$ cat src/rtl/seg_scan_reader.sv
// seg_scan_reader
//   Recovers the digits shown on a multiplexed, active-low 7-segment display
//   by observing the segment and digit-enable buses. A digit is accepted
//   once its select/segment pair has stayed unchanged for STABLE_CYC cycles.
//   After all four digits have been seen, the assembled frame is presented
//   on a valid/ready output.
//
// Parameters
//   STABLE_CYC  consecutive unchanged cycles required before capture (2..255)
//
// Ports
//   CLK     in   1   clock, rising edge
//   RST     in   1   synchronous active-high reset
//   SEG     in   7   segment bus, active-low, bit order gfedcba
//   DIG     in   4   digit enables, active-low one-hot, DIG[i] selects digit i
//   OREADY  in   1   consumer ready
//   ODATA   out  16  decoded frame, digit i in bits [4i+3:4i]
//   OERR    out  4   per-digit flag, 1 = digit pattern unrecognised
//   OVALID  out  1   frame available, held until transferred
//   OVF     out  1   sticky, a completed frame was dropped since last transfer

module seg_scan_reader #(
  parameter int unsigned STABLE_CYC = 4
) (
  input  logic        CLK,
  input  logic        RST,
  input  logic [6:0]  SEG,
  input  logic [3:0]  DIG,
  input  logic        OREADY,
  output logic [15:0] ODATA,
  output logic [3:0]  OERR,
  output logic        OVALID,
  output logic        OVF
);

  typedef enum logic [1:0] {
    IDLE,
    SETTLE,
    HELD
  } state_t;

  localparam logic [7:0] STABLE_TGT = 8'(STABLE_CYC);

  // Registered observation pair and its one-cycle-delayed copy
  logic [6:0]  p_seg;
  logic [3:0]  p_dig;
  logic [6:0]  prev_seg;
  logic [3:0]  prev_dig;

  // Digit select decode
  logic        sel_ok;
  logic [1:0]  sel_idx;

  // Stability tracking
  state_t      state;
  state_t      state_nx;
  logic [7:0]  cnt;
  logic [7:0]  cnt_nx;
  logic        changed;
  logic        at_target;
  logic        capture;

  // Segment decode
  logic [3:0]  code;
  logic        code_bad;

  // Frame assembly
  logic [15:0] asm_data;
  logic [3:0]  asm_err;
  logic [3:0]  mask;
  logic [3:0]  cap_bit;
  logic        complete;

  // Output handshake
  logic        xfer;
  logic        load;
  logic        drop;

  // ------------------------------------------------------------------
  // Input registers: nothing downstream looks at SEG/DIG directly.
  // ------------------------------------------------------------------
  always_ff @(posedge CLK) begin
    if (RST) begin
      p_seg    <= '1;
      p_dig    <= '1;
      prev_seg <= '1;
      prev_dig <= '1;
    end else begin
      p_seg    <= SEG;
      p_dig    <= DIG;
      prev_seg <= p_seg;
      prev_dig <= p_dig;
    end
  end

  // Exactly one low enable bit selects a digit; anything else is no select.
  always_comb begin
    sel_ok  = 1'b1;
    sel_idx = 2'd0;
    case (p_dig)
      4'b1110: sel_idx = 2'd0;
      4'b1101: sel_idx = 2'd1;
      4'b1011: sel_idx = 2'd2;
      4'b0111: sel_idx = 2'd3;
      default: sel_ok  = 1'b0;
    endcase
  end

  assign changed   = (p_seg != prev_seg) || (p_dig != prev_dig);
  assign at_target = (cnt + 8'd1) == STABLE_TGT;

  // ------------------------------------------------------------------
  // Stability FSM
  // ------------------------------------------------------------------
  always_ff @(posedge CLK) begin
    if (RST) begin
      state <= IDLE;
    end else begin
      state <= state_nx;
    end
  end

  always_comb begin
    state_nx = state;
    if (changed) begin
      state_nx = sel_ok ? SETTLE : IDLE;
    end else begin
      case (state)
        IDLE:    state_nx = IDLE;
        SETTLE:  state_nx = at_target ? HELD : SETTLE;
        HELD:    state_nx = HELD;
        default: state_nx = IDLE;
      endcase
    end
  end

  // A pair first seen on edge N is recognised as new on N+1; the counter
  // then advances on each later unchanged edge, so capture lands on edge
  // N+STABLE_CYC+1.
  always_comb begin
    capture = 1'b0;
    cnt_nx  = cnt;
    if (changed) begin
      cnt_nx = '0;
    end else begin
      case (state)
        IDLE: cnt_nx = '0;
        SETTLE: begin
          cnt_nx  = cnt + 8'd1;
          capture = at_target;
        end
        HELD:    cnt_nx = cnt;
        default: cnt_nx = '0;
      endcase
    end
  end

  always_ff @(posedge CLK) begin
    if (RST) begin
      cnt <= '0;
    end else begin
      cnt <= cnt_nx;
    end
  end

  // ------------------------------------------------------------------
  // Segment decode (active-low, gfedcba)
  // ------------------------------------------------------------------
  always_comb begin
    code_bad = 1'b0;
    code     = 4'hF;
    case (p_seg)
      7'b1000000: code = 4'h0;
      7'b1111001: code = 4'h1;
      7'b0100100: code = 4'h2;
      7'b0110000: code = 4'h3;
      7'b0011001: code = 4'h4;
      7'b0010010: code = 4'h5;
      7'b0000010: code = 4'h6;
      7'b1111000: code = 4'h7;
      7'b0000000: code = 4'h8;
      7'b0010000: code = 4'h9;
      7'b0111111: code = 4'hE;
      default: begin
        code     = 4'hF;
        code_bad = 1'b1;
      end
    endcase
  end

  // ------------------------------------------------------------------
  // Frame assembly
  // ------------------------------------------------------------------
  assign cap_bit  = capture ? (4'b0001 << sel_idx) : 4'b0000;
  assign complete = (mask == 4'hF);

  // The mask clears on the edge after it fills; a capture on that same edge
  // still registers its bit so no digit is lost.
  always_ff @(posedge CLK) begin
    if (RST) begin
      asm_data <= '0;
      asm_err  <= '0;
      mask     <= '0;
    end else begin
      if (capture) begin
        asm_data[{sel_idx, 2'b00} +: 4] <= code;
        asm_err[sel_idx]                <= code_bad;
      end
      mask <= (complete ? 4'b0000 : mask) | cap_bit;
    end
  end

  // ------------------------------------------------------------------
  // Output register and handshake
  // ------------------------------------------------------------------
  assign xfer = OVALID & OREADY;
  assign load = complete & (~OVALID | OREADY);
  assign drop = complete & OVALID & ~OREADY;

  always_ff @(posedge CLK) begin
    if (RST) begin
      ODATA  <= '0;
      OERR   <= '0;
      OVALID <= 1'b0;
      OVF    <= 1'b0;
    end else begin
      if (load) begin
        ODATA  <= asm_data;
        OERR   <= asm_err;
        OVALID <= 1'b1;
      end else if (xfer) begin
        OVALID <= 1'b0;
      end

      if (xfer) begin
        OVF <= 1'b0;
      end else if (drop) begin
        OVF <= 1'b1;
      end
    end
  end

endmodule

$ cat config.mk
export PLATFORM = sky130hd
export DESIGN_NAME = seg_scan_reader
export DESIGN_NICKNAME = d
export VERILOG_FILES = /design/src/rtl/seg_scan_reader.sv
export SDC_FILE = /design/constraint.sdc
export NUM_CORES = 1
export LEC_CHECK = 0
export BUFFER_PORTS_ARGS = -buffer_cell sky130_fd_sc_hd__buf_2
export CELL_PAD_IN_SITES_DETAIL_PLACEMENT = 1
export CELL_PAD_IN_SITES_GLOBAL_PLACEMENT = 2
export CORE_ASPECT_RATIO = 0.8
export CORE_UTILIZATION = 33
export CTS_CLUSTER_SIZE = 28
export DETAILED_ROUTE_END_ITERATION = 10
export GPL_ROUTABILITY_DRIVEN = 0
export GPL_TIMING_DRIVEN = 0
export PLACE_DENSITY = 0.75
export SLEW_MARGIN = 0
export SYNTH_ARGS = -nofsm -noshare
export SYNTH_HDL_FRONTEND = slang
export SYNTH_SLANG_ARGS = --single-unit
$ cat constraint.sdc
create_clock -name CLK -period 2.1 [get_ports CLK]
set_input_delay 0.315 -clock CLK [delete_from_list [all_inputs] [get_ports CLK]]
set_output_delay 0.315 -clock CLK [all_outputs]
set_load 0.02 [all_outputs]
# Yosys cells after proc, flatten, opt, wreduce, memory -nomap -nowiden
# Index checks and enable logic that the tools add are counted.
[word_totals]
regBits = 78
latch_bits = 0
mem_bits_rw = 0
mem_bits_ro = 0
input_bits = 14
output_inout_bits = 22
wordCells = 75
n_memories = 0
[op_classes]
add_sub_neg = 2
mul = 0
div_mod_pow = 0
order_cmp = 2
n_eq_ne = 20
shift = 3
muxes = 19
bitwise = 8
n_reduce_logical = 8
[op_table]
columns = ["op", "count"]
rows = [
  ["one-hot mux 4 bit (11 select lines)", 1],
  ["== test 7 x 5 -> 1 bit (second input constant)", 3],
  ["== test 7 x 6 -> 1 bit (second input constant)", 3],
  ["== test 7 bit (second input constant)", 3],
  ["bitwise mux 16 bit", 1],
  ["== test 4 bit (second input constant)", 4],
  ["one-hot mux 8 bit (2 select lines)", 1],
  ["variable shift 4 x 6 -> 16 bit (first input constant)", 1],
  ["variable part select 4 x 6 -> 16 bit", 1],
  ["OR reduction 11 bit", 1],
  ["adder 8 x 1 -> 8 bit (second input constant)", 1],
  ["== test 8 x 3 -> 1 bit (second input constant)", 1],
  ["2-to-1 mux 1 bit", 8],
  ["2-to-1 mux 4 bit", 2],
  ["== test 7 x 2 -> 1 bit (second input constant)", 1],
  ["logical NOT 7 bit", 1],
  ["!= test 7 bit", 1],
  ["negation 4 -> 6 bit", 1],
  ["one-hot mux 2 bit (3 select lines)", 1],
  ["AND 1 bit", 4],
  ["bitwise mux 4 bit", 1],
  ["== test 4 x 3 -> 1 bit (second input constant)", 1],
  ["2-to-1 mux 2 bit", 2],
  ["!= test 4 bit", 1],
  ["15 further kinds", 17],
]

# Logic depth before layout (Yosys ltp)
# Gate-level depths: netlist (run 1).
[depth]
word_depth = 7
ltp_mapped = 8
depth_no_buf = 7

# Worst setup path after synthesis (run 1)
# Ideal clock, no wire load.
[synth_path]
path_kind = "reg2reg"
start = "reg cnt[1]"
end = "reg asm_data[4]"
setup_time_ns = 0.072
t_arrival_ns = 1.967
required_ns = 2.028
slack_ns = 0.061
path_stages_with_launch = 8
n_path_buf = 1
synth_period_minus_slack_ns = 2.039
cell_sequence = "dfxtp_1 ha_1 and3_4 or4_4 a21oi_4 and4_1 buf_6 mux2i_1"
[synth_between]
elab_chain_len = 4
[synth_lines]
columns = ["element", "line_no", "source"]
rows = [
  ["start: declaration", "57", "logic [7:0] cnt;"],
  ["start signal: assignment", "162", "cnt <= cnt_nx;"],
  ["adder 8 x 1 -> 8 bit", "110", "assign at_target = (cnt + 8'd1) == STABLE_TGT;"],
  ["== test 8 x 3 -> 1 bit", "110", ""],
  ["2-to-1 mux 1 bit", "146", "case (state)"],
  ["2-to-1 mux 1 bit", "143", "if (changed) begin"],
  ["end signal: indexed assignment", "206", "asm_data[{sel_idx, 2'b00} +: 4] <= code;"],
  ["end: declaration", "68", "logic [15:0] asm_data;"],
]
# No other way between the ends.
# A chain may end at the register's enable or synchronous reset.

# Final worst setup path (run 1)
[layout_path]
start = "reg p_seg[1]"
end = "reg asm_data[1]"
[layout_between]
elab_chain_len = 4
elab_cells_between_ends = 17
classes_between = "11 x eq/ne; 1 x shift; 3 x mux; 2 x reduce/logical"
[layout_lines]
columns = ["element", "line_no", "source"]
rows = [
  ["start: declaration", "45", "logic [6:0] p_seg;"],
  ["start signal: assignment", "84", "p_seg <= '1;"],
  ["start signal: assignment", "89", "p_seg <= SEG;"],
  ["== test 7 x 6 -> 1 bit, or another cell as far along", "172", "case (p_seg)"],
  ["one-hot mux 4 bit (11 select lines)", "172", ""],
  ["variable part select 4 x 6 -> 16 bit", "206", ""],
  ["bitwise mux 16 bit", "206", ""],
]
# Several ways; a longest one is shown, not always the timed one.

==> results of run 1 <==
path summary, 6_finish.rpt:
check / start / to / slack (ns) / cells after the start
setup / recovery: p_seg[1]$_SDFF_PP1_ / asm_data[1]$_SDFFE_PP0P_ / 0.1 / 6
hold / removal: SEG[4] / p_seg[4]$_SDFF_PP1_ / 0.16 / 2
setup reg to reg: p_seg[1]$_SDFF_PP1_ / asm_data[1]$_SDFFE_PP0P_ / 0.1 / 6
hold reg to reg: asm_data[7]$_SDFFE_PP0P_ / ODATA[7]$_SDFFE_PP0P_ / 0.45 / 2
kinds of logic (layout without fill, tap and decap cells):
family / after synthesis / after routing / synth area share (%)
fa+ha+maj: 10 / 10 / 3.41
compound gates: 72 / 72 / 12.1
simple gates: 176 / 176 / 27.6
flops: 78 / 78 / 42.6
xor+xnor: 14 / 14 / 3.34
mux: 21 / 21 / 5.77
buf+inv: 38 / 92 / 5.15
cell usage in the layout, fill, tap and decap left out, types with 3 or more instances in the layout:
cell	netlist	routed
sky130_fd_sc_hd__a21o_1	7	7
sky130_fd_sc_hd__nand3_1	8	7
sky130_fd_sc_hd__dfxtp_4	0	3
sky130_fd_sc_hd__mux2i_1	20	20
sky130_fd_sc_hd__nand4_1	7	7
sky130_fd_sc_hd__nand2b_1	19	19
sky130_fd_sc_hd__nor3_1	8	5
sky130_fd_sc_hd__clkbuf_2	0	3
sky130_fd_sc_hd__inv_1	9	9
sky130_fd_sc_hd__a21oi_1	40	39
sky130_fd_sc_hd__nor2_1	11	11
sky130_fd_sc_hd__xnor2_1	11	11
sky130_fd_sc_hd__buf_2	4	38
sky130_fd_sc_hd__clkbuf_16	0	9
sky130_fd_sc_hd__or2_2	22	22
sky130_fd_sc_hd__ha_1	10	7
sky130_fd_sc_hd__nand2_1	59	59
sky130_fd_sc_hd__dfxtp_1	78	73
sky130_fd_sc_hd__or2b_1	8	8
sky130_fd_sc_hd__buf_4	0	6
sky130_fd_sc_hd__buf_6	5	6
sky130_fd_sc_hd__o21ai_0	12	11
sky130_fd_sc_hd__clkbuf_1	19	15
sky130_fd_sc_hd__or4_1	4	3
sky130_fd_sc_hd__nor3_2	0	3
metal layers:
| metal | global-route usage [%] | part of all wire, % | routed length [um] | vias to the layer above |
|---|---|---|---|---|
| met1 | 21.3 | 50 | 4350 | 1424 |
| met3 | 3.79 | 3.3 | 287 | 8 |
| li1 | - | - | - | 1497 |
| met4 | 4.79 | 0.84 | 73 | 0 |
| met5 | 0 | 0 | 0 | - |
| met2 | 27.5 | 46 | 4020 | 37 |
power by group through the flow:
stage                     clock [uW]  sequential [uW]  combinational [uW]
final                           1570             1520                 246
after floorplan                    0             1540                 165
after CTS                       1610             1520                 238
after global placement             0             1550                 217
after global routing            1680             1520                 273
after detailed placement           0             1550                 223
per-stage QoR:
step,total power (uW),area [um2],std cells,util [%],hold slack [ns]
2_1_floorplan,1710,3670,409,-,0.416
3_3_place_gp,1760,4020,587,37.0,0.444
3_5_place_dp,1770,4020,587,37.0,0.447
4_1_cts,3360,4410,605,40.6,0.151
5_1_grt,3470,4520,607,41.6,0.154
6_report,3330,4520,607,41.6,0.162
registers in the layout, indices dropped and copies added, names as in the netlist, 4 cells and up:
signal / flops
OERR: 4
mask: 4
p_seg: 7
prev_seg: 7
cnt: 8
ODATA: 16
prev_dig: 4
asm_data: 16
asm_err: 4
p_dig: 4
cell usage after synthesis (2+ instances only):
library cell and number:
sky130_fd_sc_hd__a211oi_1 3, sky130_fd_sc_hd__a21o_1 7, sky130_fd_sc_hd__a21oi_1 40, sky130_fd_sc_hd__and4_1 3, sky130_fd_sc_hd__buf_2 4, sky130_fd_sc_hd__buf_6 5, sky130_fd_sc_hd__clkbuf_1 19, sky130_fd_sc_hd__dfxtp_1 78
sky130_fd_sc_hd__ha_1 10, sky130_fd_sc_hd__inv_1 9, sky130_fd_sc_hd__mux2i_1 20, sky130_fd_sc_hd__nand2_1 59, sky130_fd_sc_hd__nand2b_1 19, sky130_fd_sc_hd__nand3_1 8, sky130_fd_sc_hd__nand3b_1 2, sky130_fd_sc_hd__nand4_1 7
sky130_fd_sc_hd__nand4_4 2, sky130_fd_sc_hd__nand4b_1 2, sky130_fd_sc_hd__nor2_1 11, sky130_fd_sc_hd__nor2b_1 2, sky130_fd_sc_hd__nor3_1 8, sky130_fd_sc_hd__nor4_1 5, sky130_fd_sc_hd__o21a_1 2, sky130_fd_sc_hd__o21ai_0 12
sky130_fd_sc_hd__o32ai_1 2, sky130_fd_sc_hd__or2_2 22, sky130_fd_sc_hd__or2b_1 8, sky130_fd_sc_hd__or3b_2 2, sky130_fd_sc_hd__or4_1 4, sky130_fd_sc_hd__or4b_1 2, sky130_fd_sc_hd__xnor2_1 11, sky130_fd_sc_hd__xor2_1 3
final cells by class:
type                    instances  area [um2]
fillers                      1291        6330
multi-input cells             293        2050
flip-flops and latches         78        1580
clock buffers                  13         260
repair buffers                 41         226
well taps                     144         180
plain buffers                  26         148
clock inverters                 3        42.5
inverters                       9        33.8
worst reg2reg max path: cells and delay by family (launching register included):
family,cells,cell delay [ns]
multiplexers,1,0.11
buffers and inverters,1,0.18
AND/OR/NAND/NOR,3,1.02
flip-flops,1,0.29
AO/OA/AOI/OAI,1,0.28
what timing repair did:
| item | in CTS | in global routing |
|---|---|---|
| setup buffers | 4 | 3 |
| setup endpoints to repair | 23 | 24 |
| gates resized for setup | 14 | 27 |
| pin swaps | 2 | 6 |
==> metrics.md, run 1 <==
| Metric | Value |
|---|---|
| Number of remaining DRC errors | 0 |
| Source-to-sink clock delay at the later pin of the worst-skew pair | 0.33 ns |
| Achievable clock frequency | 0.499 GHz |
| Detailed-route wire length per cell | 14.4 um |
| Final setup viols | 0 |
| Max-slew headroom at the worst pin | approximately three fifths |
| Residual overflow from global routing | 0 |
| Status | finished, final reports clean |
| Estimated wirelength of the detail-placed design | 6.28 mm |
| Inserted Diodes | 0 |
| Post-route clock period utilization | between 90% and 100% |
| Minimum setup slack in the final design | 0.0961 ns |
| Clock tree from TritonCTS | built |
| Total of max-cap violations | 0 |
| Slew @ Worst Pin | roughly 0.57 ns |
| Pin count of the biggest net entering global routing | 13 |
| Switching Power | 745 uW |
| Detailed Routing Iterations Pass 1 | 4 |
| Total clock sinks | just under 80 |
| Final hold violation count | 0 |
| Skew final | 0.00528 ns |
| Biggest cell delay along the critical path | around 0.58 ns |
| Internal power | 2590 uW |
| Synth async-reset ratio | 0% |
| Number of distinct library cells after synthesis | 50 |
| Vias per cell | between 4 and 5 |
| YS warnings | 0 |
| Setup TNS | 0 ns |
| Cell family with most CP delay | simple AND/OR/NAND/NOR gates |
| Power share of the clock group | 47.0% |
| Fraction of the yosys area taken by sequential cells | 42.6% |
| Areal power density over the cells | 737 nW/um2 |
| Die footprint | approximately 12000 um2 |
| Fraction of layout cells with a size suffix above 1 | approximately 28% |
| Worst Path Required | ~2.3 ns |
| Port Buffer Count | 34 |
| Iteration-0 DRC Markers | 109 |
| Depth of the CTS H-tree | 3 |
| Net count after synthesis | between 400 and 500 |
| Antenna violations before repair | 0 |
| Starting density of the core | 33.8% |
| Number of enable flip-flop cells after synthesis | 0 |
| Crit-path cells | buf_2 -> or4bb_1 -> nor3b_4 -> nor3_2 -> o21ai_0 -> mux2i_1 |
| Floorplan die width | between 100 and 150 um |
| Type of the most critical hold path | input pin to register |
| Longest Clk Path Bufs | 2 |
| Number of hold-repair buffers added at the cts stage | 0 |
| Row Count | 34 |
| Power share of the sequential group | 45.6% |
| Maximum fanout along the worst path | 9 |
| Most common flop cell mapped by yosys | sky130_fd_sc_hd__dfxtp_1 |
| Peak supply drop | 0.475 mV |
| All-Layer GR Usage | 16.5% |
| Clock transition at path regs | 0.06 ns |
| Kind of start point of the critical path | register |
| Floorplan die height | slightly below 100 um |
| Wire length reported by the detailed router | 8.73 mm |
| Post-Synthesis Cells | 409 |
| Fraction of power spent switching nets | 22.4% |
| Antenna-violating nets left | 0 |
| Global-route wire length before repair | 14.9 mm |
| Total CTS buffers | 9 |
| Minimum clock period after layout | 2.00 ns |
| Data arrival time of the critical path | about 2.2 ns |
| Via count of the first global-routing pass | 3008 |
| Cell taking the most area after synthesis | sky130_fd_sc_hd__dfxtp_1 |
| Kind of capture point of the worst setup path | register |
| Number of nets in the finished design | 482 |
| Avg Cell Area, Syn | 8.96 um2 |
| Ports | 36 |
| Post-synthesis instance area | between 3000 and 4000 um2 |
| Placeable core area | between 10000 and 15000 um2 |
| Cell at the root of the clock tree | sky130_fd_sc_hd__clkbuf_16 |
| Number of buffers and inverters on the critical path | 1 |
| Cell with the largest stage delay on the worst path | sky130_fd_sc_hd__or4bb_1 |
| Static leakage | 0.00176 uW |
| Final slew viol count | 0 |
| Share of the synthesized area in the top cell type | 42.6% |
| Worst setup slack after placement | -0.491 ns |
| Power share of the combinational group | 7.4% |
| Critical path start-end classification | register to register |
| Area added between synthesis and finish | 23.2% |
| Register bit count reported by yosys | around 80 |
| Area contributors post-synth | sky130_fd_sc_hd__dfxtp_1 43%, sky130_fd_sc_hd__nand2_1 6.0%, sky130_fd_sc_hd__a21oi_1 5.5%, sky130_fd_sc_hd__mux2i_1 5.5%, sky130_fd_sc_hd__or2_2 3.8% |
| Vias after detailed routing | 2966 |
No activity file was read; power rests on OpenSTA's default activity.
==> run 2, diff against run 1 <==
==> config.mk (replaced) <==
export PLATFORM = sky130hd
export DESIGN_NAME = seg_scan_reader
export DESIGN_NICKNAME = d
export VERILOG_FILES = /design/src/rtl/seg_scan_reader.sv
export SDC_FILE = /design/constraint.sdc
export NUM_CORES = 1
export LEC_CHECK = 0
export CELL_PAD_IN_SITES_DETAIL_PLACEMENT = 1
export CELL_PAD_IN_SITES_GLOBAL_PLACEMENT = 2
export CORE_ASPECT_RATIO = 0.8
export CORE_UTILIZATION = 35
export CTS_CLUSTER_SIZE = 28
export DETAILED_ROUTE_END_ITERATION = 10
export DONT_BUFFER_PORTS = 1
export GPL_ROUTABILITY_DRIVEN = 0
export GPL_TIMING_DRIVEN = 0
export PLACE_DENSITY = 0.73
export SLEW_MARGIN = 0
export SYNTH_ARGS = -nofsm -noshare
export SYNTH_HDL_FRONTEND = slang
export SYNTH_SLANG_ARGS = --single-unit
==> run 2 against run 1 <==
Net effect:
- final cell count is 6.4% lower
- global-route usage increased by 1.7 points
- power increased by 0.64%
- combinational power fell by 2%
- via count fell by 3.4%
- maximum frequency shrank 1.6%
- clock skew shrank 0.00098 ns
- sequential power hardly changed
- hold slack got worse by 0.079 ns
==> metrics.md, run 2 (synthesis results as in run 1) <==
| Metric | Value |
|---|---|
| Slew @ Worst Pin | 0.624 ns (+0.0523 ns) |
| Status | finished, final reports clean |
| Vias after detailed routing | 2866 (-3.4%) |
| Row Count | 33 (-2.9%) |
| Placed Instances | 549 (-6.5%) |
| Biggest registers after layout | ODATA: 16 flops, asm_data: 16 flops, cnt: 8 flops |
| Type of the most critical hold path | input pin to register |
| Ports | 36 (unchanged) |
| Register cell area after layout | 1570 um2 (-0.32%) |
| Antenna-violating nets left | 0 (unchanged) |
| Number of nets in the finished design | 448 (-7.1%) |
| Wire length reported by the detailed router | 8.89 mm (+1.8%) |
| Area added between synthesis and finish | 18.8% |
| Final Total Pwr | 3350 uW (+0.64%) |
| Number of hold-repair buffers added at the cts stage | 0 (unchanged) |
| Clock transition at path regs | 0.06 ns (about the same) |
| Floorplan die width | 116 um (-2.8%) |
| Fin cells | 568 (-6.4%) |
| Hold path startpoint | DIG[2] |
| Antenna violations before repair | 0 (unchanged) |
| Minimum clock period after layout | 2.04 ns (+0.0323 ns) |
| Vias per cell | 5.05 (+3.3%) |
| Longest Clk Path Bufs | 2 (unchanged) |
| Depth of the CTS H-tree | 3 (unchanged) |
| Maximum fanout along the worst path | 6 (-3) |
| Static leakage | 0.00158 uW (-10%) |
| Most common library cell in the layout ignoring fill and taps | sky130_fd_sc_hd__dfxtp_1 |
| Max-slew headroom at the worst pin | 58.4% (-3.5 points) |
| Pin count of the biggest net entering global routing | 13 (unchanged) |
| Detailed Routing Iterations Pass 1 | 4 (unchanged) |
| Number of buffers and inverters on the critical path | 1 (unchanged) |
| Skew final | 0.00430 ns (-0.000980 ns) |
| Detailed-route wire length per cell | 15.6 um (+8.8%) |
| Worst Path Required | 2.32 ns (about the same) |
| Final hold violation count | 0 (unchanged) |
| Commonest non-fill, non-tap cells in the layout | 73 x sky130_fd_sc_hd__dfxtp_1, 59 x sky130_fd_sc_hd__nand2_1, 39 x sky130_fd_sc_hd__a21oi_1, 22 x sky130_fd_sc_hd__or2_2 |
| Final slew viol count | 0 (unchanged) |
| Iteration-0 DRC Markers | 105 (-3.7%) |
| Global-route wire length before repair | 14.9 mm (+0.18%) |
| Number of inserted filler cells in the final layout | 1190 (-7.8%) |
| Cell family with most CP delay | simple AND/OR/NAND/NOR gates |
| Data arrival time of the critical path | 2.25 ns (+0.04 ns) |
| Clock tree from TritonCTS | built |
| Inserted Diodes | 0 (unchanged) |
| Source-to-sink clock delay at the later pin of the worst-skew pair | 0.33 ns (about the same) |
| Achievable clock frequency | 0.491 GHz (-1.6%) |
| Biggest cell delay along the critical path | 0.44 ns (-0.14 ns) |
| Setup repair after global routing missed its margin | yes |
| Estimated wirelength of the detail-placed design | 6.18 mm (-1.6%) |
| Total clock sinks | 78 (unchanged) |
| Start of the worst register-to-register path | cnt[1]$_SDFFE_PP0N_ |
| Crit-path cells | ha_4 -> and3_4 -> or4_4 -> a21oi_4 -> buf_6 -> nand4_4 -> mux2i_2 |
| Residual overflow from global routing | 0 (unchanged) |
| Via count of the first global-routing pass | 3032 (+0.80%) |
| Cell at the root of the clock tree | sky130_fd_sc_hd__clkbuf_16 |
| Cell with the largest stage delay on the worst path | sky130_fd_sc_hd__or4_4 |
| Critical path start-end classification | register to register |
| Die footprint | 10900 um2 (-5.6%) |
| All-Layer GR Usage | 18.1% (+1.7 points) |
| Multi-input gate area | 2040 um2 (-0.49%) |
| Peak supply drop | 0.391 mV (-18%) |
| Post-route clock period utilization | 97.0% (+1.5 points) |
| Port Buffer Count | 0 (-100%) |
| Placeable core area | 10200 um2 (-6.0%) |
| Total CTS buffers | 9 (unchanged) |
| Kind of start point of the critical path | register |
| Areal power density over the cells | 769 nW/um2 (+4.4%) |
| First element of the critical path | cnt[1]$_SDFFE_PP0N_ |
| Kind of capture point of the worst setup path | register |
| Total of max-cap violations | 0 (unchanged) |
| Number of remaining DRC errors | 0 (unchanged) |
| Final setup viols | 0 (unchanged) |
| Fraction of layout cells with a size suffix above 1 | 22.0% (-5.7 points) |
| Floorplan die height | 93.5 um (-2.8%) |
| Starting density of the core | 35.9% (+2.2 points) |
[run 2: changes by cell type in the layout (fill, tap and decap cells not counted), moves of 2 or more]
| cell | before | now |
|---|---|---|
| sky130_fd_sc_hd__dfxtp_4 | 3 | 1 |
| sky130_fd_sc_hd__buf_12 | 0 | 2 |
| sky130_fd_sc_hd__buf_4 | 6 | 4 |
| sky130_fd_sc_hd__clkbuf_2 | 3 | 1 |
| sky130_fd_sc_hd__dfxtp_2 | 2 | 4 |
| sky130_fd_sc_hd__buf_2 | 38 | 4 |
[run 2: final timing paths]
path | endpoint | slack (ns) | depth (start not counted)
max reg2reg | asm_data[2]$_SDFFE_PP0P_ | 0.06 | 7
min reg2reg | ODATA[5]$_SDFFE_PP0P_ | 0.44 | 2
min | p_dig[2]$_SDFF_PP1_ | 0.08 | 1
max | asm_data[2]$_SDFFE_PP0P_ | 0.06 | 7
[run 2: area by class of cell]
cell class	count	share of cell area [%]
multi-input cells	293	46.9
flip-flops and latches	78	36.0
clock buffers	12	6.12
well taps	140	4.02
plain buffers	25	3.07
repair buffers	8	2.13
clock inverters	3	0.976
inverters	9	0.775
[run 2: per-layer routing]
metal | vias to the layer above | global-route usage (%) | wire length [um]
li1 | 1430 | - | -
met1 | 1397 | 22.3 | 4320
met2 | 30 | 30.2 | 4200
met3 | 9 | 4.41 | 228
met4 | 0 | 7.16 | 138
met5 | - | 0 | 0
[run 2: stage by stage]
| step | setup WS, ns | hold slack, ns | util [%] | TNS, ns | instance area, um2 |
|---|---|---|---|---|---|
| after floorplan | 0.0609 | 0.416 | - | 0 | 3670 |
| after global placement | -0.402 | 0.418 | 37.7 | -3.13 | 3840 |
| after detailed placement | -0.419 | 0.422 | 37.7 | -3.81 | 3840 |
| after CTS | 0.00251 | 0.0720 | 41.8 | 0 | 4260 |
| after global routing | -0.119 | 0.0665 | 42.7 | -0.508 | 4360 |
| final | 0.0639 | 0.0832 | 42.7 | 0 | 4360 |
[run 2: report_power, final]
group / leakage (uW) / switching, uW / total [uW] / internal (uW)
Sequential: 0.000634 / 19.4 / 1520 / 1500
Combinational: 0.000796 / 144 / 241 / 97.1
Clock: 0.000151 / 582 / 1590 / 1010
Total: 0.00158 / 746 / 3350 / 2610
[run 2: timing repair]
item                                    4_1_cts  5_1_grt
setup buffers                                 5        3
resized for setup                            14       21
endpoints found under the hold margin         0        0
endpoints found under the setup margin       25       33
pin swaps                                     5        4
==> run 3, diff against run 2 <==
==> constraint.sdc (replaced) <==
create_clock -name CLK -period 1.7 [get_ports CLK]
set_input_delay 0.255 -clock CLK [delete_from_list [all_inputs] [get_ports CLK]]
set_output_delay 0.255 -clock CLK [all_outputs]
set_load 0.02 [all_outputs]
==> run 3 against run 2 <==
Net effect:
- the flow now finishes with violations (setup timing)
- clock skew rose by 0.0024 ns
- largest power group unchanged
- utilization rose by 0.64 points
- die area did not move
- largest cell class unchanged
- critical endpoint is now asm_data[3]$_SDFFE_PP0P_
==> metrics.md, run 3 (synthesis results as in run 1) <==
| Metric | Value |
|---|---|
| Wire length reported by the detailed router | 8.78 mm (-1.2%) |
| Worst Path Required | 1.93 ns (-0.39 ns) |
| Minimum setup slack in the final design | -0.263 ns (-0.327 ns) |
| Max-slew headroom at the worst pin | 60.4% (+2.0 points) |
| Worst hold margin | 0.0175 ns (-0.0657 ns) |
| Fraction of layout cells with a size suffix above 1 | 25.6% (+3.6 points) |
| Setup repair after global routing missed its margin | yes |
| Post-route cell area | 4420 um2 (+1.5%) |
| All-Layer GR Usage | 17.8% (-0.27 points) |
| Source-to-sink clock delay at the later pin of the worst-skew pair | 0.34 ns (about the same) |
| Final Total Pwr | 4110 uW (+23%) |
| Row Count | 33 (unchanged) |
| Fin cells | 574 (+1.1%) |
| Antenna violations before repair | 0 (unchanged) |
| First element of the critical path | cnt[1]$_SDFFE_PP0N_ |
| Slew @ Worst Pin | 0.593 ns (-0.0306 ns) |
| Total clock sinks | 78 (unchanged) |
| Status | complete, but fails checks |
| Final setup viols | 25 (+25) |
| Biggest registers after layout | ODATA: 16 flops, asm_data: 16 flops, cnt: 8 flops |
| Type of the most critical hold path | input pin to register |
| Critical path start-end classification | register to register |
| Die footprint | 10900 um2 (unchanged) |
| Detailed Routing Iterations Pass 1 | 4 (unchanged) |
| Detailed-route wire length per cell | 15.3 um (-2.2%) |
| Number of remaining DRC errors | 0 (unchanged) |
| Kind of start point of the critical path | register |
| Start of the worst register-to-register path | cnt[1]$_SDFFE_PP0N_ |
| Global-route wire length before repair | 14.5 mm (-3.1%) |
| Skew final | 0.00669 ns (+0.00239 ns) |
| Floorplan die height | 93.5 um (unchanged) |
| Data arrival time of the critical path | 2.19 ns (-0.06 ns) |
| Cell at the root of the clock tree | sky130_fd_sc_hd__clkbuf_16 |
| Maximum fanout along the worst path | 6 (unchanged) |
| Inserted Diodes | 0 (unchanged) |
| Share of the core filled with cells in the final layout | 43.4% (+0.64 points) |
| Total of max-cap violations | 0 (unchanged) |
| Antenna-violating nets left | 0 (unchanged) |
| Residual overflow from global routing | 0 (unchanged) |
| Vias after detailed routing | 2854 (-0.42%) |
| Final slew viol count | 0 (unchanged) |
| Hold path startpoint | SEG[0] |
| Post-route clock period utilization | 115% (+19 points) |
| Port Buffer Count | 0 (unchanged) |
| Total CTS buffers | 9 (unchanged) |
| Pin count of the biggest net entering global routing | 12 (-1) |
| Areal power density over the cells | 930 nW/um2 (+21%) |
| Commonest non-fill, non-tap cells in the layout | 72 x sky130_fd_sc_hd__dfxtp_1, 59 x sky130_fd_sc_hd__nand2_1, 36 x sky130_fd_sc_hd__a21oi_1, 22 x sky130_fd_sc_hd__or2_2, 20 x sky130_fd_sc_hd__mux2i_1 |
| Ports | 36 (unchanged) |
| Floorplan die width | 116 um (unchanged) |
| Final hold violation count | 0 (unchanged) |
| Depth of the CTS H-tree | 3 (unchanged) |
| Area added between synthesis and finish | 20.6% |
| Clock transition at path regs | 0.06 ns (about the same) |
| Minimum clock period after layout | 1.96 ns (-0.0731 ns) |
| Kind of capture point of the worst setup path | register |
| Achievable clock frequency | 0.509 GHz (+3.7%) |
| Most common library cell in the layout ignoring fill and taps | sky130_fd_sc_hd__dfxtp_1 |
| Failing checks | setup timing |
| Placed Instances | 549 (unchanged) |
| Clock tree from TritonCTS | built |
| Iteration-0 DRC Markers | 83 (-21%) |
| Placeable core area | 10200 um2 (unchanged) |
| Number of nets in the finished design | 455 (+1.6%) |
| Via count of the first global-routing pass | 2875 (-5.2%) |
| Vias per cell | 4.97 (-1.5%) |
| Starting density of the core | 35.9% (unchanged) |
| Longest Clk Path Bufs | 2 (unchanged) |
| Static leakage | 0.00164 uW (+4.0%) |
| Estimated wirelength of the detail-placed design | 6.12 mm (-0.98%) |
| DP Area | 3870 um2 (+0.81%) |
| Peak supply drop | 0.426 mV (+9.1%) |
## run 3: per-stage QoR
step	TNS, ns	setup WS (ns)
global placement	-12.25	-0.628
finish	-5.34	-0.263
global route	-7.34	-0.335
CTS	-5.19	-0.252
floorplan	-3.94	-0.259
detailed placement	-13.31	-0.645
## run 3: area by class of cell
cell class / count / area, um2
repair buffers: 17 / 138
flip-flops and latches: 78 / 1580
inverters: 9 / 33.8
fillers: 1200 / 5780
well taps: 140 / 175
multi-input cells: 293 / 2080
plain buffers: 23 / 128
clock buffers: 13 / 260
clock inverters: 1 / 30.0
## run 3: critical path, cell delays in order, from the launching register on
cell,delay (ns)
sky130_fd_sc_hd__dfxtp_4,0.35
sky130_fd_sc_hd__ha_4,0.17
sky130_fd_sc_hd__and3_4,0.18
sky130_fd_sc_hd__or4_4,0.44
sky130_fd_sc_hd__a21oi_4,0.19
sky130_fd_sc_hd__buf_6,0.16
sky130_fd_sc_hd__nand4_4,0.19
sky130_fd_sc_hd__mux2i_1,0.17
## run 3: what timing repair did
item                                    in CTS  in global routing
hold buffers                                 1                  0
hold endpoints to repair                     1                  0
endpoints found under the setup margin      34                 48
gates resized for setup                     37                 17
pin swaps                                   10                  4
setup buffers                               13                  3
## run 3: path summary, 6_finish.rpt
path / to / slack (ns) / cells past startpoint
max: asm_data[3]$_SDFFE_PP0P_ / -0.26 / 7
min: p_seg[0]$_SDFF_PP1_ / 0.02 / 1
max reg2reg: asm_data[3]$_SDFFE_PP0P_ / -0.26 / 7
min reg2reg: ODATA[6]$_SDFFE_PP0P_ / 0.45 / 2
## run 3: per-layer routing
metal / vias to the layer above / part of all wire, % / global-route usage [%] / wire length [um]
li1: 1440 / - / - / -
met1: 1373 / 49 / 22.7 / 4300
met2: 30 / 46 / 28.2 / 4050
met3: 11 / 3.0 / 4.93 / 267
met4: 0 / 1.8 / 7.37 / 156
met5: - / 0 / 0 / 0
## run 3: power breakdown
group	internal, uW	total, uW	switching (uW)
combinational	131	308	177
clock	1200	1930	723
sequential	1850	1880	24.8
